File: src/rtl/uart_pkg.sv
// rtl/uart_pkg.sv - shared state encoding, width helpers and parity function for the UART core
package uart_pkg;

  typedef enum logic [2:0] {IDLE, START, DATA, PARITY, STOP} uart_state_e;

  localparam int MAX_DATA_BITS = 9;

  // Bit counter must also span two stop bits on the TX side.
  function automatic int bit_cnt_w(input int clks_per_bit);
    return $clog2(clks_per_bit * 2);
  endfunction

  function automatic int data_cnt_w(input int data_bits);
    return $clog2(data_bits + 1);
  endfunction

  // odd = 0 gives even parity, odd = 1 gives odd parity.
  function automatic logic calc_parity(input logic [MAX_DATA_BITS-1:0] data, input logic odd);
    return (^data) ^ odd;
  endfunction

endpackage

File: src/rtl/uart_rx_engine.sv
// rtl/uart_rx_engine.sv - synchronised mid-bit sampling UART receiver
module uart_rx_engine import uart_pkg::*; #(
  parameter int DATA_BITS    = 8,
  parameter int CLKS_PER_BIT = 16,
  parameter int PARITY_EN    = 0
) (
  input  logic                 clk,
  input  logic                 rst,
  input  logic                 rx_in,
  input  logic                 parity_type,
  output logic [DATA_BITS-1:0] rx_data,
  output logic                 rx_valid,
  output logic                 parity_err,
  output logic                 frame_err,
  output logic                 rx_busy
);

  localparam int CNT_W = bit_cnt_w(CLKS_PER_BIT);
  localparam int IDX_W = data_cnt_w(DATA_BITS);
  localparam logic [CNT_W-1:0] BIT_LAST  = CNT_W'(CLKS_PER_BIT - 1);
  localparam logic [CNT_W-1:0] HALF_LAST = CNT_W'(CLKS_PER_BIT / 2 - 1);
  localparam logic [IDX_W-1:0] IDX_LAST  = IDX_W'(DATA_BITS - 1);

  uart_state_e          state, state_n;
  logic [CNT_W-1:0]     cnt;
  logic [IDX_W-1:0]     idx;
  logic [DATA_BITS-1:0] shreg;
  logic                 sync1, sync2, sync3;
  logic                 par_s, ptype, fell, sample, bit_end;

  assign fell    = sync3 & ~sync2;
  assign bit_end = (cnt == BIT_LAST);
  assign rx_busy = (state != IDLE);

  always_comb begin
    state_n = state;
    sample  = 1'b0;
    case (state)
      IDLE:   if (fell) state_n = START;
      START:  if (cnt == HALF_LAST) begin
                sample  = 1'b1;
                state_n = sync2 ? IDLE : DATA;
              end
      DATA:   if (bit_end) begin
                sample = 1'b1;
                if (idx == IDX_LAST) state_n = (PARITY_EN != 0) ? PARITY : STOP;
              end
      PARITY: if (bit_end) begin
                sample  = 1'b1;
                state_n = STOP;
              end
      STOP:   if (bit_end) begin
                sample  = 1'b1;
                state_n = IDLE;
              end
      default: state_n = IDLE;
    endcase
  end

  always_ff @(posedge clk) begin
    if (!rst) begin
      sync1      <= 1'b1;
      sync2      <= 1'b1;
      sync3      <= 1'b1;
      state      <= IDLE;
      cnt        <= '0;
      idx        <= '0;
      shreg      <= '0;
      par_s      <= 1'b0;
      ptype      <= 1'b0;
      rx_data    <= '0;
      rx_valid   <= 1'b0;
      parity_err <= 1'b0;
      frame_err  <= 1'b0;
    end else begin
      sync1    <= rx_in;
      sync2    <= sync1;
      sync3    <= sync2;
      state    <= state_n;
      cnt      <= (sample || state == IDLE) ? '0 : cnt + 1'b1;
      rx_valid <= 1'b0;
      // Parity sense is captured on the start edge and held for the frame.
      if (state == IDLE) begin
        idx   <= '0;
        ptype <= parity_type;
      end
      if (sample) begin
        case (state)
          DATA: begin
            shreg <= {sync2, shreg[DATA_BITS-1:1]};
            idx   <= idx + 1'b1;
          end
          PARITY: par_s <= sync2;
          STOP: begin
            rx_data    <= shreg;
            rx_valid   <= 1'b1;
            frame_err  <= ~sync2;
            parity_err <= (PARITY_EN != 0) && (par_s != calc_parity(MAX_DATA_BITS'(shreg), ptype));
          end
          default: ;
        endcase
      end
    end
  end

endmodule

File: src/rtl/uart_core_param.sv
// rtl/uart_core_param.sv - single-clock parametrised UART: TX FSM, loopback mux, RX engine
module uart_core_param import uart_pkg::*; #(
  parameter int DATA_BITS    = 8,
  parameter int CLKS_PER_BIT = 16,
  parameter int PARITY_EN    = 0,
  parameter int STOP_BITS    = 1
) (
  input  logic                 clk,
  input  logic                 rst,
  input  logic [DATA_BITS-1:0] tx_data,
  input  logic                 tx_valid,
  output logic                 tx_ready,
  input  logic                 parity_type,
  input  logic                 loopback,
  output logic                 tx_serialout,
  input  logic                 rx_serialin,
  output logic [DATA_BITS-1:0] rx_data,
  output logic                 rx_valid,
  output logic                 parity_err,
  output logic                 frame_err,
  output logic                 tx_busy,
  output logic                 rx_busy
);

  localparam int CNT_W = bit_cnt_w(CLKS_PER_BIT);
  localparam int IDX_W = data_cnt_w(DATA_BITS);
  localparam logic [CNT_W-1:0] BIT_LAST  = CNT_W'(CLKS_PER_BIT - 1);
  // The IDLE cycle that follows STOP is the final stop cycle, so back-to-back frames are gapless.
  localparam logic [CNT_W-1:0] STOP_LAST = CNT_W'(STOP_BITS * CLKS_PER_BIT - 2);
  localparam logic [IDX_W-1:0] IDX_LAST  = IDX_W'(DATA_BITS - 1);

  uart_state_e          state, state_n;
  logic [CNT_W-1:0]     cnt;
  logic [IDX_W-1:0]     idx;
  logic [DATA_BITS-1:0] shreg;
  logic                 par_bit, line, line_n, bit_end, shift, rx_line;

  assign bit_end      = (cnt == BIT_LAST);
  assign tx_ready     = (state == IDLE);
  assign tx_busy      = (state != IDLE);
  assign tx_serialout = line;
  assign rx_line      = loopback ? line : rx_serialin;

  always_comb begin
    state_n = state;
    shift   = 1'b0;
    case (state)
      IDLE:   if (tx_valid) state_n = START;
      START:  if (bit_end) state_n = DATA;
      DATA:   if (bit_end) begin
                shift = 1'b1;
                if (idx == IDX_LAST) state_n = (PARITY_EN != 0) ? PARITY : STOP;
              end
      PARITY: if (bit_end) state_n = STOP;
      STOP:   if (cnt == STOP_LAST) state_n = IDLE;
      default: state_n = IDLE;
    endcase
    case (state_n)
      START:   line_n = 1'b0;
      DATA:    line_n = shift ? shreg[1] : shreg[0];
      PARITY:  line_n = par_bit;
      default: line_n = 1'b1;
    endcase
  end

  always_ff @(posedge clk) begin
    if (!rst) begin
      state   <= IDLE;
      cnt     <= '0;
      idx     <= '0;
      shreg   <= '0;
      par_bit <= 1'b0;
      line    <= 1'b1;
    end else begin
      state <= state_n;
      line  <= line_n;
      cnt   <= (state_n != state || shift || state == IDLE) ? '0 : cnt + 1'b1;
      if (state == IDLE && tx_valid) begin
        shreg   <= tx_data;
        par_bit <= calc_parity(MAX_DATA_BITS'(tx_data), parity_type);
        idx     <= '0;
      end else if (shift) begin
        shreg <= shreg >> 1;
        idx   <= idx + 1'b1;
      end
    end
  end

  uart_rx_engine #(
    .DATA_BITS   (DATA_BITS),
    .CLKS_PER_BIT(CLKS_PER_BIT),
    .PARITY_EN   (PARITY_EN)
  ) u_rx (
    .clk        (clk),
    .rst        (rst),
    .rx_in      (rx_line),
    .parity_type(parity_type),
    .rx_data    (rx_data),
    .rx_valid   (rx_valid),
    .parity_err (parity_err),
    .frame_err  (frame_err),
    .rx_busy    (rx_busy)
  );

endmodule

File: config.mk
export PLATFORM = sky130hd
export DESIGN_NAME = uart_core_param
export DESIGN_NICKNAME = d
export VERILOG_FILES = /design/src/rtl/uart_pkg.sv /design/src/rtl/uart_rx_engine.sv /design/src/rtl/uart_core_param.sv
export SDC_FILE = /design/constraint.sdc
export NUM_CORES = 1
export LEC_CHECK = 0
export BUFFER_PORTS_ARGS = -buffer_cell sky130_fd_sc_hd__buf_2
export CAP_MARGIN = 20
export CELL_PAD_IN_SITES_DETAIL_PLACEMENT = 1
export CELL_PAD_IN_SITES_GLOBAL_PLACEMENT = 1
export CORE_MARGIN = 3
export CORE_UTILIZATION = 40
export DETAILED_ROUTE_END_ITERATION = 7
export GPL_TIMING_DRIVEN = 0
export HOLD_SLACK_MARGIN = 0.08
export PLACE_DENSITY = 0.76
export SKIP_CTS_REPAIR_TIMING = 1
export SLEW_MARGIN = 20
export SYNTH_ARGS = -nofsm -noshare
export SYNTH_HDL_FRONTEND = slang
export SYNTH_SLANG_ARGS = --single-unit
File: constraint.sdc
create_clock -name clk -period 2.4 [get_ports clk]
set_input_delay 0.36 -clock clk [delete_from_list [all_inputs] [get_ports clk]]
set_output_delay 0.36 -clock clk [all_outputs]
set_load 0.05 [all_outputs]
==> summary.txt, run 1 <==
Finish
  • Antenna cells: 0
  • Area growth, synth to finish: 13.6%
  • Fraction of layout cells with a size suffix above 1: 0.145
  • Commonest non-fill, non-tap cells in the layout: dfxtp_1, nand2_1, nor2_1, buf_2, a21oi_1
  • Layout Cells excl Fill: 376
  • Area occupied by multi-input gates: 0.00119 mm^2
  • # fillers: 675
  • Commonest non-fill, non-tap cell in the layout: dfxtp_1
  • Final net count: 325
  • Storage element area: 0.00110 mm^2

Setup path
  • CP Capture Type: flip-flop
  • CP peak stage delay: 500 ps
  • Flop2flop setup slack: 280 ps
  • Crit-path slowest cell: or4b_1
  • Crit path max fanout: 9
  • Reg-to-Reg End: u_rx.state[0]
  • Worst endpoint required time: 2610 ps
  • FF-to-FF Start: u_rx.cnt[0]
  • Worst Reg2Reg Path Length in Cells: 8
  • CP Class: flip-flop to flip-flop
  • WP buf/inv: 1
  • Top cell by count, worst path: ha_1
  • Top delay family on crit path: simple AND/OR/NAND/NOR gates
  • Crit-path cells: ha_1, and3_1, ha_1, buf_2, or4b_1, o221ai_1, o31ai_1, o311a_1
  • WP data arrival: 2330 ps
  • Startpoint Class: flip-flop

Global route
  • GRT Overall Usage: 0.160
  • Vias in the first global route: 1,978
  • Initial antenna violation count: 0
  • First-pass GRT wire length: 9190 um
  • GRT Residual Overflow: 0
  • Largest net degree at the start of global routing: 18

Floorplanning
  • DIE AREA: 0.00693 mm^2
  • Initial Util: 0.423
  • Die width: 83.2 um
  • Row count: 27
  • Core ar.: 0.00564 mm^2
  • Die Y-Extent: 83.2 um
  • IO Pins: 29

STA
  • Clk_skew: 10.9 ps
  • Final Hold Fails: 0
  • RSZ-0062 raised after global routing: false
  • Final Cycle Share: 0.884
  • Setup TNS: 0 ps
  • Final hold slack: 277 ps
  • Final setup viols: 0
  • Worst rel slew slack: 0.621
  • Slew @ Worst Pin: 561 ps
  • Maximum clock frequency: 472 MHz
  • Crit path time final: 2120 ps
  • Pins over their slew limit: 0

Power and ir drop
  • Clock power share: 0.331
  • Sw frac: 0.251
  • Psw: 411 uW
  • Worst VDD drop: 0.286 mV
  • P_int: 1.23 mW
  • Combinational power share: 0.091
  • Sequential share of power: 0.578
  • PwrDens: 604 mW/mm^2
  • Pleak: 1.06 nW
  • Overall Power: 1.64 mW

Route
  • Detailed-router iteration count before antenna repair: 4
  • Met2 wire length: 2490 um
  • Wirelength, routed: 5210 um
  • Initial drt markers: 32
  • Met3 routed WL: 146 um
  • DR top layer: met4
  • Via Count: 1,935
  • Post-route ant nets: 0
  • Met1 WL: 2520 um
  • Routed length per instance: 13.9 um
  • Drt drc: 0
  • DR vias/cell: 5.15

Min path
  • WHS Path Cells: 3
  • Hold Path Class: primary input to flip-flop
  • Hold Crit Start: rx_serialin
  • Hold EP: u_rx.sync1

Synthesis
  • Net Count, Synth: 291
  • Syn Std Cell Area: 0.00239 mm^2
  • Synth Flop Type: dfxtp_1
  • Post-synthesis sequential area ratio: 0.461
  • Syn. warnings: 0
  • Yosys reg bits: 55
  • Async S/R FF share, synth: 0
  • Synthesized instance count: 269
  • Syn avg cell area: 8.87 um^2
  • Post-synth cell types: 45
  • Post-synth EDFFs: 0

Clock tree
  • Clk sinks: 55
  • Clock buffer depth: 2
  • TritonCTS clock tree: built
  • Number of buffers created by CTS: 5
  • CTS Root Buffer Type: clkbuf_8
  • Clk_lat worst skew: 310 ps
  • H-tree levels: 2
  • Clk slew on worst S/H paths: 100 ps

Placement
  • GP Congestion: 0.786
  • Hpwl dp: 3900 um
  • Buffers on Ports: 27
  • Placed cell count: 368

Run status
  • Status: completed

Run
  • Max cap viols: 0
sequential cells by signal, indices dropped and copies added, names as in the netlist:
signal          flops
cnt                 5
idx                 4
par_bit             1
shreg               8
state               3
tx_serialout        1
u_rx.cnt            5
u_rx.frame_err      1
u_rx.idx            4
u_rx.rx_data        8
u_rx.rx_valid       1
u_rx.shreg          8
u_rx.state          3
u_rx.sync1          1
u_rx.sync2          1
u_rx.sync3          1
power by group through the flow:
stage	clock network, mW	registers [mW]	logic, mW
after floorplan	0	0.970	0.102
after global placement	0	0.968	0.148
after detailed placement	0	0.969	0.150
after CTS	0.557	0.948	0.151
after global routing	0.609	0.951	0.165
final	0.541	0.947	0.149
worst max-delay path by stage:
stage                     start             to  cells past startpoint  slack [ps]
floorplan           u_rx.cnt[0]  u_rx.state[0]                      8         430
global placement    u_rx.cnt[0]  u_rx.state[0]                      8         300
detailed placement  u_rx.cnt[0]  u_rx.state[0]                      8         280
CTS                 u_rx.cnt[0]    u_rx.idx[2]                      8         270
global route        u_rx.cnt[0]  u_rx.state[1]                      8          80
finish              u_rx.cnt[0]  u_rx.state[0]                      8         280
logic make-up (layout without fill, tap and decap cells):
family | count (synthesis) | after routing | synth area share
adders and majority gates | 8 | 8 | 0.0420
xor gates and xnor gates | 13 | 13 | 0.0535
DFF | 55 | 55 | 0.461
muxes | 9 | 9 | 0.0378
AOI/OAI and AO/OA | 48 | 48 | 0.126
other | 1 | 1 | 0.00157
buffers and inverters | 22 | 57 | 0.0399
and+or+nand+nor | 113 | 113 | 0.238
synth_stat cells, types with 3 or more instances:
library cell  number  share of area
a21oi_1           22          0.046
nand4_1            3         0.0079
and3_1             6          0.016
a211oi_1           8          0.025
nor2_1            33          0.052
xor2_1             5          0.018
buf_2              4         0.0084
mux2i_1            9          0.038
inv_1              7          0.011
nand2b_1           4          0.010
o21ai_0            3         0.0063
nand3_1            4         0.0084
ha_1               8          0.042
clkbuf_1           8          0.013
nand2_1           40          0.063
nor3_1             6          0.013
dfxtp_1           55           0.46
xnor2_1            7          0.026
o211ai_1           4          0.013
layout make-up:
| type | instances | share of cell area |
|---|---|---|
| inverter | 8 | 0.0111 |
| sequential | 55 | 0.406 |
| clock buffer | 6 | 0.0305 |
| clock inverter | 2 | 0.00600 |
| buffer | 14 | 0.0240 |
| timing repair buffer | 27 | 0.0499 |
| multi-input combinational | 192 | 0.439 |
| tap | 72 | 0.0332 |
stage by stage:
step,util,instance area [um^2],worst slack (ps)
after floorplan,-,2390,428
after CTS,0.480,2710,273
after global routing,0.480,2710,82.1
after global placement,0.463,2610,300
final,0.480,2710,279
after detailed placement,0.463,2610,285
metal layers:
metal,GRT usage,vias to the layer above
li1,-,991
met1,0.212,914
met2,0.262,25
met3,0.0327,5
met4,0.0446,0
met5,0,-
worst reg2reg max path: cells and delay by family, from the launching register on:
kind	cells	cell delay (ps)
DFF	1	340
and+or+nand+nor	2	710
buffers and inverters	1	170
adders and majority gates	2	400
AOI/OAI and AO/OA	3	420
Power figures use the tool's default switching activity.
==> run 2: changes to the inputs <==
CORE_MARGIN = 4   (was 3)
TNS_END_PERCENT = 5   (was unset)
==> run 2 against run 1 <==
- die area is 4.9% higher
- fmax is 0.23% higher
- total power grew 6.0%
==> summary.txt, run 2 (synthesized netlist as in run 1, its figures left out) <==
Setup path
  • Crit path max fanout: 9 (unchanged)
  • Top delay family on crit path: simple AND/OR/NAND/NOR gates (unchanged)
  • Top cell by count, worst path: ha_1 (unchanged)
  • Crit path launch: u_rx.cnt[0] (unchanged)
  • Startpoint Class: flip-flop (unchanged)
  • CP Class: flip-flop to flip-flop (unchanged)
  • Worst endpoint required time: 2610 ps (about the same)
  • FF-to-FF Start: u_rx.cnt[0] (unchanged)
  • Crit-path cells: ha_1, and3_1, ha_1, buf_2, or4b_1, o221ai_1, o31ai_1, o311a_1 (unchanged)
  • CP Capture Type: flip-flop (unchanged)
  • Crit-path slowest cell: or4b_1 (unchanged)
  • WP data arrival: 2320 ps (was 2330 ps)
  • WP buf/inv: 1 (unchanged)
  • CP peak stage delay: 500 ps (about the same)

Power and ir drop
  • Sw frac: 0.235 (was 0.251)
  • Psw: 408 uW (was 411 uW)
  • Clock power share: 0.367 (was 0.331)
  • Worst VDD drop: 0.275 mV (was 0.286 mV)
  • Sequential share of power: 0.546 (was 0.578)
  • Combinational power share: 0.088 (was 0.091)
  • P_int: 1.33 mW (was 1.23 mW)
  • Pleak: 1.07 nW (was 1.06 nW)
  • PwrDens: 636 mW/mm^2 (was 604 mW/mm^2)

Global route
  • GRT Overall Usage: 0.157 (was 0.160)
  • Largest net degree at the start of global routing: 17 (was 18)
  • Vias in the first global route: 2,098 (was 1,978)
  • GRT Residual Overflow: 0 (unchanged)
  • Initial antenna violation count: 0 (unchanged)
  • First-pass GRT wire length: 9290 um (was 9190 um)

STA
  • Final Hold Fails: 0 (unchanged)
  • RSZ-0062 raised after global routing: false (unchanged)
  • Final Cycle Share: 0.882 (was 0.884)
  • Clk_skew: 8.41 ps (was 10.9 ps)
  • Slew @ Worst Pin: 612 ps (was 561 ps)
  • Pins over their slew limit: 0 (unchanged)
  • Final hold slack: 271 ps (was 277 ps)
  • Crit path time final: 2120 ps (about the same)
  • Worst rel slew slack: 0.586 (was 0.621)
  • Setup TNS: 0 ps (unchanged)
  • Final setup viols: 0 (unchanged)
  • Maximum clock frequency: 473 MHz (was 472 MHz)

Floorplanning
  • Core ar.: 0.00564 mm^2 (unchanged)
  • Initial Util: 0.423 (unchanged)
  • Row count: 27 (unchanged)
  • DIE AREA: 0.00727 mm^2 (was 0.00693 mm^2)
  • Die Y-Extent: 85.2 um (was 83.2 um)
  • IO Pins: 29 (unchanged)
  • Die width: 85.2 um (was 83.2 um)

Route
  • DR vias/cell: 5.19 (was 5.15)
  • Wirelength, routed: 5280 um (was 5210 um)
  • Routed length per instance: 14.1 um (was 13.9 um)
  • Drt drc: 0 (unchanged)
  • Initial drt markers: 69 (was 32)
  • Post-route ant nets: 0 (unchanged)
  • Via Count: 1,951 (was 1,935)
  • Detailed-router iteration count before antenna repair: 4 (unchanged)

Finish
  • Antenna cells: 0 (unchanged)
  • Fraction of layout cells with a size suffix above 1: 0.145 (unchanged)
  • Layout Cells excl Fill: 376 (unchanged)
  • Commonest non-fill, non-tap cells in the layout: dfxtp_1, nand2_1, nor2_1, buf_2, a21oi_1 (unchanged)
  • Commonest non-fill, non-tap cell in the layout: dfxtp_1 (unchanged)
  • Final net count: 325 (unchanged)
  • Non-Filler Cell Area, Final: 0.00273 mm^2 (was 0.00271 mm^2)
  • Area growth, synth to finish: 14.4% (was 13.6%)
  • Largest regs: shreg (8), u_rx.rx_data (8), u_rx.shreg (8) (unchanged)

Run
  • Max cap viols: 0 (unchanged)

Clock tree
  • TritonCTS clock tree: built (unchanged)
  • Clk_lat worst skew: 310 ps (about the same)
  • H-tree levels: 2 (unchanged)
  • CTS Root Buffer Type: clkbuf_8 (unchanged)
  • Clk sinks: 55 (unchanged)
  • Clock buffer depth: 2 (unchanged)
  • Number of buffers created by CTS: 5 (unchanged)
  • Clk slew on worst S/H paths: 100 ps (about the same)

Placement
  • Hpwl dp: 3960 um (was 3900 um)
  • Post-DP Area: 0.00261 mm^2 (unchanged)
  • Buffers on Ports: 27 (unchanged)
  • GP Congestion: 0.777 (was 0.786)
  • Placed cell count: 368 (unchanged)

Min path
  • Hold Crit Start: rx_serialin (unchanged)
  • Hold Path Class: primary input to flip-flop (unchanged)

Run status
  • Status: completed (unchanged)
[run 2: per-stage QoR]
| stage | setup slack [ps] | util | power [mW] |
|---|---|---|---|
| 4_1_cts | 274 | 0.484 | 1.76 |
| 3_3_place_gp | 298 | 0.463 | 1.12 |
| 2_1_floorplan | 428 | - | 1.07 |
| 6_report | 284 | 0.484 | 1.74 |
| 3_5_place_dp | 281 | 0.463 | 1.12 |
| 5_1_grt | 99.2 | 0.484 | 1.81 |
[run 2: worst paths after layout]
path / endpoint / slack (ps) / cells after the start
max: u_rx.state[0] / 280 / 8
min: u_rx.sync1 / 270 / 3
max reg2reg: u_rx.state[0] / 280 / 8
min reg2reg: u_rx.sync2 / 430 / 1
[run 2: power by group through the flow]
stage	clock, mW	sequential [mW]	combinational (mW)
after floorplan	0	0.970	0.102
after global placement	0	0.968	0.148
after detailed placement	0	0.969	0.152
after CTS	0.655	0.948	0.153
after global routing	0.692	0.951	0.167
final	0.637	0.948	0.152
[run 2: final cells by class]
class	instances	area [um^2]
Clock buffer	6	82.6
Timing Repair Buffer	27	135
Tap cell	72	90.1
Multi-Input combinational cell	192	1190
Sequential cell	55	1100
Buffer	14	65.1
Clock inverter	2	35.0
Fill cell	692	2910
Inverter	8	30.0
[run 2: worst reg2reg max path: stages (launching register included)]
cell and delay, ps:
dfxtp_1 340, ha_1 230, and3_1 190, ha_1 170
buf_2 170, or4b_1 500, o221ai_1 150, o31ai_1 140
o311a_1 140
[run 2: per-layer routing]
layer  wire (um)  global-route usage
met5           0                   0
met4          63              0.0475
met3         188              0.0350
met2        2560               0.270
met1        2480               0.195
==> run 3: changes to the inputs <==
clock period = 2.1 ns   (was 2.4 ns; I/O delays follow)
==> run 3 against run 2 <==
- final area grew 0.64%
- worst setup slack lost 250 ps
- via count shrank 0.10%
- clock skew grew 0.74 ps
- highest routed layer unchanged
- combinational power grew 14%
- core utilization grew 0.31 points
- critical endpoint unchanged
- routed wire length grew 0.47%
- sequential share of layout area shrank 0.26 points
- die area is the same
- first-iteration DRC count shrank 4.3%
- hold slack lost 45 ps
- global-route usage is the same
- largest cell class unchanged
- critical path type unchanged
==> summary.txt, run 3 (synthesized netlist as in run 1, its figures left out) <==
Run status
  • Status: completed (unchanged)

Finish
  • Antenna cells: 0 (unchanged)
  • Layout Cells excl Fill: 375 (was 376)
  • Commonest non-fill, non-tap cell in the layout: dfxtp_1 (unchanged)
  • Final net count: 324 (was 325)
  • Commonest non-fill, non-tap cells in the layout: dfxtp_1, nand2_1, nor2_1, buf_2, a21oi_1 (unchanged)
  • Area growth, synth to finish: 15.1% (was 14.4%)
  • Fraction of layout cells with a size suffix above 1: 0.165 (was 0.145)
  • Largest regs: shreg (8), u_rx.rx_data (8), u_rx.shreg (8) (unchanged)

Global route
  • Initial antenna violation count: 0 (unchanged)
  • GRT Residual Overflow: 0 (unchanged)
  • GRT Overall Usage: 0.157 (unchanged)
  • Largest net degree at the start of global routing: 17 (unchanged)
  • Vias in the first global route: 2,098 (unchanged)
  • First-pass GRT wire length: 9290 um (unchanged)

Run
  • Max cap viols: 0 (unchanged)

STA
  • Pins over their slew limit: 0 (unchanged)
  • Worst rel slew slack: 0.598 (was 0.586)
  • Slew @ Worst Pin: 595 ps (was 612 ps)
  • Crit path time final: 2060 ps (was 2120 ps)
  • Final hold slack: 226 ps (was 271 ps)
  • RSZ-0062 raised after global routing: true (was false)
  • Clk_skew: 9.16 ps (was 8.41 ps)
  • Maximum clock frequency: 485 MHz (was 473 MHz)
  • Final setup viols: 0 (unchanged)
  • Final Cycle Share: 0.982 (was 0.882)
  • Final Hold Fails: 0 (unchanged)
  • Worst setup margin: 37.1 ps (was 284 ps)

Clock tree
  • H-tree levels: 2 (unchanged)
  • Clk slew on worst S/H paths: 100 ps (about the same)
  • Clock buffer depth: 2 (unchanged)
  • Clk sinks: 55 (unchanged)
  • CTS Root Buffer Type: clkbuf_8 (unchanged)
  • Number of buffers created by CTS: 5 (unchanged)
  • Clk_lat worst skew: 310 ps (about the same)
  • TritonCTS clock tree: built (unchanged)

Power and ir drop
  • Overall Power: 1.99 mW (was 1.74 mW)
  • Sequential share of power: 0.546 (about the same)
  • Pleak: 1.07 nW (about the same)
  • Worst VDD drop: 0.314 mV (was 0.275 mV)
  • PwrDens: 723 mW/mm^2 (was 636 mW/mm^2)
  • Combinational power share: 0.088 (about the same)
  • P_int: 1.52 mW (was 1.33 mW)
  • Clock power share: 0.367 (about the same)
  • Psw: 466 uW (was 408 uW)
  • Sw frac: 0.235 (about the same)

Setup path
  • Top delay family on crit path: simple AND/OR/NAND/NOR gates (unchanged)
  • Startpoint Class: flip-flop (unchanged)
  • CP Class: flip-flop to flip-flop (unchanged)
  • WP buf/inv: 1 (unchanged)
  • Crit path max fanout: 9 (unchanged)
  • Crit-path cells: ha_1, and3_1, ha_1, clkbuf_4, or4b_4, o221ai_2, o31ai_1, o311a_1 (was ha_1, and3_1, ha_1, buf_2, or4b_1, o221ai_1, o31ai_1, o311a_1)
  • WP data arrival: 2270 ps (was 2320 ps)
  • CP peak stage delay: 500 ps (about the same)
  • Crit-path slowest cell: or4b_4 (was or4b_1)
  • CP Capture Type: flip-flop (unchanged)
  • Top cell by count, worst path: ha_1 (unchanged)
  • Worst endpoint required time: 2310 ps (was 2610 ps)

Placement
  • GP Congestion: 0.777 (unchanged)
  • Buffers on Ports: 27 (unchanged)
  • Placed cell count: 368 (unchanged)
  • Hpwl dp: 3960 um (unchanged)
  • DP Worst Slack: -18.6 ps (was 281 ps)

Min path
  • Hold Path Class: primary input to flip-flop (unchanged)

Route
  • DR vias/cell: 5.20 (was 5.19)
  • Post-route ant nets: 0 (unchanged)
  • Wirelength, routed: 5310 um (was 5280 um)
  • Routed length per instance: 14.2 um (was 14.1 um)
  • Initial drt markers: 66 (was 69)
  • Detailed-router iteration count before antenna repair: 4 (unchanged)
  • Via Count: 1,949 (was 1,951)
  • Drt drc: 0 (unchanged)

Floorplanning
  • Initial Util: 0.423 (unchanged)
  • DIE AREA: 0.00727 mm^2 (unchanged)
  • Row count: 27 (unchanged)
  • Core ar.: 0.00564 mm^2 (unchanged)
  • IO Pins: 29 (unchanged)
  • Die width: 85.2 um (unchanged)
  • Die Y-Extent: 85.2 um (unchanged)
## run 3: path summary, 6_finish.rpt
path                            cells past startpoint         from            end  slack (ps)
worst max register to register                      8  u_rx.cnt[0]  u_rx.state[0]          40
worst min-delay path                                3  rx_serialin     u_rx.sync1         230
worst min register to register                      1   u_rx.sync1     u_rx.sync2         430
worst max-delay path                                8  u_rx.cnt[0]  u_rx.state[0]          40
## run 3: area by class of cell
type | instances | area [um^2]
Multi-Input combinational cell | 192 | 1210
Timing Repair Buffer | 27 | 135
Inverter | 8 | 30.0
Tap cell | 72 | 90.1
Fill cell | 685 | 2900
Clock inverter | 2 | 35.0
Clock buffer | 6 | 82.6
Sequential cell | 55 | 1100
Buffer | 13 | 65.1
## run 3: per-layer routing
layer,wire length [um],vias up,GRT usage
met2,2590,21,0.270
li1,-,990,-
met4,63,0,0.0475
met1,2470,932,0.195
met3,185,6,0.0350
met5,0,-,0
## run 3: metrics by stage
step | util | setup TNS (ps) | instance area [um^2]
finish | 0.487 | 0 | 2750
global route | 0.487 | -317 | 2750
global placement | 0.463 | -1.53 | 2610
floorplan | - | 0 | 2390
detailed placement | 0.463 | -18.6 | 2610
CTS | 0.484 | -32.7 | 2730
## run 3: tightest hold or removal path, delay by kind of cell
family                 cells  cell delay [ps]
buffers and inverters      1               80
and+or+nand+nor            1               60
muxes                      1               50
## run 3: power by group through the flow
| stage | combinational [mW] | sequential, mW | clock [mW] |
|---|---|---|---|
| 2_1_floorplan | 0.117 | 1.11 | 0 |
| 3_3_place_gp | 0.169 | 1.11 | 0 |
| 3_5_place_dp | 0.174 | 1.11 | 0 |
| 4_1_cts | 0.175 | 1.08 | 0.749 |
| 5_1_grt | 0.192 | 1.09 | 0.791 |
| 6_report | 0.174 | 1.08 | 0.728 |
